File: config.mk
export PLATFORM = sky130hd
export DESIGN_NAME = parking_vagas_counter
export DESIGN_NICKNAME = d
export VERILOG_FILES = /design/src/rtl/parking_vagas_counter.sv
export SDC_FILE = /design/constraint.sdc
export NUM_CORES = 1
export LEC_CHECK = 0
export CAP_MARGIN = 20
export CORE_ASPECT_RATIO = 1.25
export CORE_MARGIN = 2
export CORE_UTILIZATION = 50
export CTS_CLUSTER_DIAMETER = 80
export DETAILED_ROUTE_END_ITERATION = 16
export HOLD_SLACK_MARGIN = 0.05
export PLACE_DENSITY = 0.75
export SYNTH_ARGS = -nofsm -noshare
export SYNTH_HDL_FRONTEND = slang
export SYNTH_SLANG_ARGS = --single-unit
File: constraint.sdc
create_clock -name clk -period 3 [get_ports clk]
set_clock_uncertainty 0.1 [all_clocks]
set_input_delay 0.45 -clock clk [delete_from_list [all_inputs] [get_ports clk]]
set_output_delay 0.45 -clock clk [all_outputs]
set_load 0.1 [all_outputs]
File: src/rtl/parking_vagas_counter.sv
// parking_vagas_counter: free-space counter with synchronised, debounced entry/exit sensors and entry gate.
// Latency: sensor level change reaches count/flags/cancela DEBOUNCE_CYCLES+2 edges after first sampling edge.
// No backpressure: events are one-cycle pulses; rejected events (lot full/empty) leave the count untouched.
// Optional sticky error flag enabled by defining PARKING_ERRO_EN.

module parking_vagas_counter #(
  parameter int CAPACIDADE       = 9,
  parameter int DEBOUNCE_CYCLES  = 4,
  parameter int GATE_OPEN_CYCLES = 8
) (
  input  logic clk,
  input  logic reset,
  input  logic sensor_entrada,
  input  logic sensor_saida,
  input  logic limpar_erro,
  output logic b0,
  output logic b1,
  output logic b2,
  output logic b3,
  output logic lotado,
  output logic vazio,
  output logic cancela,
  output logic erro
);

  localparam int DW = $clog2(DEBOUNCE_CYCLES + 1);
  localparam int TW = $clog2(GATE_OPEN_CYCLES + 1);

  localparam logic [3:0]    CAP        = 4'(CAPACIDADE);
  localparam logic [DW-1:0] DEB_LAST   = DW'(DEBOUNCE_CYCLES - 1);
  localparam logic [TW-1:0] TIMER_LOAD = TW'(GATE_OPEN_CYCLES);

  typedef enum logic {FECHADA = 1'b0, ABERTA = 1'b1} gate_state_t;

  // Index 0 = entry loop, index 1 = exit loop.
  logic [1:0]    raw;
  logic [1:0]    sync1;
  logic [1:0]    sync2;
  logic [1:0]    deb;
  logic [1:0]    deb_prev;
  logic [1:0]    armed;
  logic [DW-1:0] deb_cnt [2];

  logic ev_ent;
  logic ev_sai;

  logic [3:0] count;
  logic [3:0] count_next;
  logic       ent_ok;
  logic       rejeitado;

  gate_state_t   state_q;
  gate_state_t   state_d;
  logic [TW-1:0] timer_q;
  logic [TW-1:0] timer_d;
  logic          cancela_d;

  assign raw = {sensor_saida, sensor_entrada};

  // Two-flop synchroniser for the asynchronous loop sensors.
  always_ff @(posedge clk) begin
    if (reset) begin
      sync1 <= '0;
      sync2 <= '0;
    end else begin
      sync1 <= raw;
      sync2 <= sync1;
    end
  end

  // Debounce: a level is accepted after DEBOUNCE_CYCLES consecutive differing samples.
  // After reset a sensor is unarmed and must first be seen low for DEBOUNCE_CYCLES samples,
  // so a vehicle parked on the loop across reset does not produce a phantom event.
  always_ff @(posedge clk) begin
    if (reset) begin
      deb   <= '0;
      armed <= '0;
      for (int i = 0; i < 2; i++) begin
        deb_cnt[i] <= '0;
      end
    end else begin
      for (int i = 0; i < 2; i++) begin
        if (!armed[i]) begin
          if (sync2[i]) begin
            deb_cnt[i] <= '0;
          end else if (deb_cnt[i] == DEB_LAST) begin
            armed[i]   <= 1'b1;
            deb_cnt[i] <= '0;
          end else begin
            deb_cnt[i] <= deb_cnt[i] + DW'(1);
          end
        end else if (sync2[i] != deb[i]) begin
          if (deb_cnt[i] == DEB_LAST) begin
            deb[i]     <= sync2[i];
            deb_cnt[i] <= '0;
          end else begin
            deb_cnt[i] <= deb_cnt[i] + DW'(1);
          end
        end else begin
          deb_cnt[i] <= '0;
        end
      end
    end
  end

  // Delayed debounced level for rising-edge detection.
  always_ff @(posedge clk) begin
    if (reset) begin
      deb_prev <= '0;
    end else begin
      deb_prev <= deb;
    end
  end

  assign ev_ent = deb[0] & ~deb_prev[0];
  assign ev_sai = deb[1] & ~deb_prev[1];

  // Event arbitration: saturating count, simultaneous entry+exit is a swap.
  always_comb begin
    count_next = count;
    ent_ok     = 1'b0;
    rejeitado  = 1'b0;
    case ({ev_ent, ev_sai})
      2'b11: begin
        ent_ok = 1'b1;
      end
      2'b10: begin
        if (count != 4'd0) begin
          count_next = count - 4'd1;
          ent_ok     = 1'b1;
        end else begin
          rejeitado = 1'b1;
        end
      end
      2'b01: begin
        if (count < CAP) begin
          count_next = count + 4'd1;
        end else begin
          rejeitado = 1'b1;
        end
      end
      default: begin
        count_next = count;
      end
    endcase
  end

  // Count register and flags, updated together so the decoder sees a coherent value.
  always_ff @(posedge clk) begin
    if (reset) begin
      count  <= CAP;
      lotado <= 1'b0;
      vazio  <= 1'b1;
    end else begin
      count  <= count_next;
      lotado <= (count_next == 4'd0);
      vazio  <= (count_next == CAP);
    end
  end

  assign b0 = count[3];
  assign b1 = count[2];
  assign b2 = count[1];
  assign b3 = count[0];

  // Gate FSM state and timer register.
  always_ff @(posedge clk) begin
    if (reset) begin
      state_q <= FECHADA;
      timer_q <= '0;
      cancela <= 1'b0;
    end else begin
      state_q <= state_d;
      timer_q <= timer_d;
      cancela <= cancela_d;
    end
  end

  // Gate FSM next state: open on accepted entry, reload while open, close when timer hits 1.
  always_comb begin
    state_d = state_q;
    timer_d = timer_q;
    case (state_q)
      FECHADA: begin
        if (ent_ok) begin
          state_d = ABERTA;
          timer_d = TIMER_LOAD;
        end
      end
      ABERTA: begin
        if (ent_ok) begin
          timer_d = TIMER_LOAD;
        end else if (timer_q == TW'(1)) begin
          state_d = FECHADA;
          timer_d = '0;
        end else begin
          timer_d = timer_q - TW'(1);
        end
      end
      default: begin
        state_d = FECHADA;
        timer_d = '0;
      end
    endcase
  end

  // Gate FSM output: registered alongside the state so cancela is glitch-free.
  always_comb begin
    cancela_d = (state_d == ABERTA);
  end

`ifdef PARKING_ERRO_EN
  // Sticky error: a rejected event sets it, limpar_erro clears it, set wins on the same edge.
  always_ff @(posedge clk) begin
    if (reset) begin
      erro <= 1'b0;
    end else if (rejeitado) begin
      erro <= 1'b1;
    end else if (limpar_erro) begin
      erro <= 1'b0;
    end
  end
`else
  logic [1:0] unused_sigs;
  assign unused_sigs = {limpar_erro, rejeitado};
  assign erro        = 1'b0;
`endif

endmodule

Yosys cells after proc, flatten, opt, wreduce, memory -nomap -nowiden
Memory sizes are Yosys's and may differ from the RTL's. Index checks and enable logic that the tools add are counted.

Add/subtract/negate cells: 5. $mul: 0. Divide/modulo/power cells: 0. Order comparisons: 1. Equal/unequal tests: 10. Shift operators: 0. Mux-type cells: 81. Bitwise logic cells: 17. Reduce and logical (&&, ||, !) cells: 4.

Operators with widths (number): 2-to-1 mux 1 bit (60); 2-to-1 mux 3 bit (12); 2-to-1 mux 4 bit (5); one-hot mux 4 bit (2 select lines) (2); bitwise OR 1 bit (12); subtractor 4 x 1 -> 4 bit, second input constant (2); adder 3 x 1 -> 3 bit, second input constant (2); equality test 3 x 2 -> 1 bit, second input constant (2); AND reduction 3 bit (2); adder 4 x 1 -> 4 bit, second input constant (1); equality test 2 bit, second input constant (2); equality test 4 x 1 -> 1 bit, second input constant (1); equality test 4 bit, second input constant (1); logical NOT 4 bit (1); less-than comparator 4 bit, second input constant (1); one-hot mux 1 bit (2 select lines) (2); nonzero test 4 bit (1); inverter 1 bit (3); AND 1 bit (2); equality test 2 x 1 -> 1 bit, second input constant (1); != test 1 bit (2); != test 2 bit, second input constant (1).

Register bits after elaboration: 21. Bits in latches: 0. Bits in writable memories: 6. Memory bits (read-only): 0. Output and inout bits: 8. Word-level logic and storage cells: 130. Memories kept: 1.

Memories: deb_cnt (words 2, width 3, read ports 2, clocked after memory_dff 0, wr ports 2, line 42) `logic [DW-1:0] deb_cnt [2];`.

Longest topological paths before layout
An unclocked memory read counts as a cell.

Word-level depth: 12. Gate-level depth with buffers: 8. Gate-level depth less buffers: 8.

Least setup slack after synthesis
OpenSTA, ideal clock, no wires.

Path kind: reg2reg. From: register count[0]. To: register count[0]. Setup time: 0.123 ns. Data arrival time: 2.250 ns. Required time: 2.777 ns. Slack: 0.526 ns. Cell stages (with the launch flop): 8. Period minus slack after synthesis: 2.474 ns. Cells stage by stage: dfxtp_1 > inv_1 > ha_1 > nand2b_4 > o32ai_1 > o22ai_1 > o211ai_1 > or2_2.

Cells in the longest elaborated chain, start to end: 3. Elaborated cells on any way between the ends: 7.

Ends and longest elaborated chain: start: declaration (line 47) `logic [3:0] count;`; start signal: assignment (line 155) `count <= count_next;`; adder 4 x 1 -> 4 bit (tied with other cells) (line 137) `count_next = count + 4'd1;`; 2-to-1 mux 4 bit, on equally long branches (line 136, 128); one-hot mux 4 bit (2 select lines) * (line 123) `case ({ev_ent, ev_sai})`.

Every way passes the cells marked *; elsewhere a longest branch is shown, timed or not. A chain may end at the register's enable or synchronous reset.

Worst setup path after layout
From: register deb[0]. To: register vazio.

Cells in the longest elaborated chain, start to end: 4. Elaborated cells on any way between the ends: 5.

Ends and longest elaborated chain: start: declaration (line 39) `logic [1:0] deb;`; start signal: indexed assignment (line 94) `deb[i] <= sync2[i];`; AND 1 bit * (line 115) `assign ev_ent = deb[0] & ~deb_prev[0];`; equality test 2 x 1 -> 1 bit / equality test 2 bit (equally long branches) (line 123); one-hot mux 4 bit (2 select lines) * (line 123); equality test 4 bit * (line 157) `vazio <= (count_next == CAP);`; end signal: assignment (line 157); end: declaration (line 21) `output logic vazio,`.

Marks and branches as above.

==> flow_metrics.tcl <==
set metrics [dict create \
    status "finished, final reports clean" \
    synth_top_family_by_area "simple AND/OR/NAND/NOR gates" \
    ctsHoldBuffers 0 \
    powerDensity_nw_per_um2 431 \
    gp_congestion 0.770 \
    cts_inserted_buffers 3 \
    crit_path_max_fanout 7 \
    final_core_util_pct 57.3 \
    grt_usage_pct 15.2 \
    rows 21 \
    worstPathRequired_ns 3.14 \
    synth_xor_area_share_pct 1.90 \
    syn_area_um2 1380 \
    first_global_vias 971 \
    clock.fmax_mhz 505 \
    synth_edf_count 6 \
    drc_errors 0 \
    antenna_left 0 \
    num-fill-cells 239 \
    cts_root_buffer "clkbuf_4" \
    firstDrtPassIters 4 \
    min_from "sync1[0]" \
    synthesis.nets 169 \
    grt-ovfl-total 0 \
    grt_max_degree 22 \
    ioPinCount 13 \
    most-common-layout-cells "dfxtp_1 (21), inv_1 (17), nor2_1 (17)" \
    clockBufferDepth 2 \
    drt-total-wl_um 2280 \
    cts_sinks 27 \
    yosysSeqAreaShare_pct 43.4 \
    drt-vias-per-instance 5.34 \
    cts_tree "yes" \
    final_common_cell "dfxtp_1" \
    synth.distinct_cells 42 \
    place_hpwl_um 1710 \
    drv_cap 0 \
    antenna_found_initial 0 \
    min_path_type "reg2reg" \
    crit_path_end_kind "flip-flop" \
    synth_fa_ha_area_share_pct 11.8 \
    syn_area_per_cell_um2 9.16 \
    nNetsFinal 181 \
    tns_ns 0 \
    rsz0062_at_grt "no" \
    drive_gt1_share_pct 10.5 \
    synthToLayoutAreaGrowth_pct 10.0 \
    leakagePower_nw 0.614 \
    ys_warn_count 0 \
    drt_iter0_drc 30 \
    synth_ff_type "dfxtp_1" \
    hold_viol 0 \
    initial_core_util_pct 52.1 \
    peakVddDrop_v 0.000278 \
    crit_path_start_kind "flip-flop" \
    die_h_um 62.8 \
    cts_setup_buffers 0 \
    synthArstFlopShare_pct 0 \
    wl_per_cell_um 11.7 \
    dieArea_um2 3200 \
    synthCells 151 \
    p_total_uw 656 \
    synth_compound_gate_area_share_pct 13.2 \
    setup_violations 0 \
    holdWs_ns 0.356 \
    crit_type "reg2reg" \
    synth_seq_cells 27 \
    worstPathArrival_ns 2.11 \
    crit_start "deb[0]" \
    die_x_um 51.0 \
    cts_resized 0 \
    num_vias 1047 \
    clkTransAtPathRegs_ns 0.13 \
    synth_simple_gate_area_share_pct 21.8 \
    drv_slew 0 \
    core-area_um2 2650 \
    worstSkewPairLatency_ns 0.32 \
    synthMuxAreaShare_pct 1.54 \
    port_buffers 10 \
    antenna_cells 0 \
    htreeDepth 1 \
    grt_pass1_wl_um 3820 \
    fin_crit_ns 1.98 \
    post-route-period-util_pct 66.0 \
    rr_startpoint "deb[0]" \
]
==> critical path: stages, from the launching register on <==
cell	delay [ns]
dfxtp_1	0.43
nand2b_1	0.12
inv_1	0.09
ha_1	0.28
or3b_1	0.37
a31oi_1	0.19
a21oi_1	0.10
a41o_1	0.22
==> stage by stage <==
stage	instance area (um2)	setup WS, ns	std cells
2_1_floorplan	1380	0.526	151
3_3_place_gp	1500	1.03	192
3_5_place_dp	1500	1.02	192
4_1_cts	1520	1.02	196
5_1_grt	1520	0.858	196
6_report	1520	1.02	196
==> power breakdown <==
part	switching (mW)	leakage, nW	internal, mW
registers	0.0123	0.241	0.405
logic	0.0498	0.358	0.0367
clock network	0.101	0.0150	0.0521
==> flip-flops by register name (all words and copies together) (netlist names) <==
register	count
sync2	2
count	4
timer_q	4
deb_cnt	6
deb	2
deb_prev	2
sync1	2
vazio	1
lotado	1
armed	2
state_q	1
==> final timing paths <==
path	end	slack (ns)	depth (start not counted)
max	vazio	1.02	7
min	sync2[0]	0.36	1
max reg2reg	vazio	1.02	7
min reg2reg	sync2[0]	0.36	1
==> logic make-up (layout without fill, tap and decap cells) <==
kind of cell	count (synthesis)	in the layout
and+or+nand+nor	55	55
AOI/OAI and AO/OA	29	29
DFF	27	27
buffers and inverters	21	32
adders and majority gates	13	13
xor gates and xnor gates	3	3
muxes	2	2
other	1	1
==> area by class of cell <==
cell class                 instances  area, um2  area share, %
clock buffer                       4       26.3           1.73
sequential                        27        601           39.5
tap                               34       42.5           2.80
inverter                          17       63.8           4.19
timing repair buffer              11       90.1           5.92
multi-input combinational        103        698           45.9
==> routing by layer <==
| layer | up-vias | global-route usage, % | wire length [um] |
|---|---|---|---|
| met5 | - | 0 | 0 |
| met4 | 0 | 8.45 | 50 |
| met3 | 5 | 1.44 | 77 |
| met2 | 24 | 28.2 | 1200 |
| met1 | 485 | 15.9 | 955 |
| li1 | 533 | - | - |
==> synth_stat cells (2+ instances only) <==
master / instances / area (um2)
nand3_1: 3 / 15.0
edfxtp_1: 6 / 180
nand2_1: 7 / 26.3
inv_1: 17 / 63.8
nand2b_1: 6 / 37.5
or3_1: 2 / 12.5
nor2b_1: 9 / 56.3
o21ai_0: 5 / 25.0
o22ai_1: 2 / 12.5
xnor2_1: 2 / 17.5
ha_1: 13 / 163
dfxtp_1: 21 / 420
a21oi_1: 11 / 55.1
nor2_1: 17 / 63.8
nor3_1: 2 / 10.0
clkbuf_1: 2 / 7.51
Power figures use the tool's default switching activity.
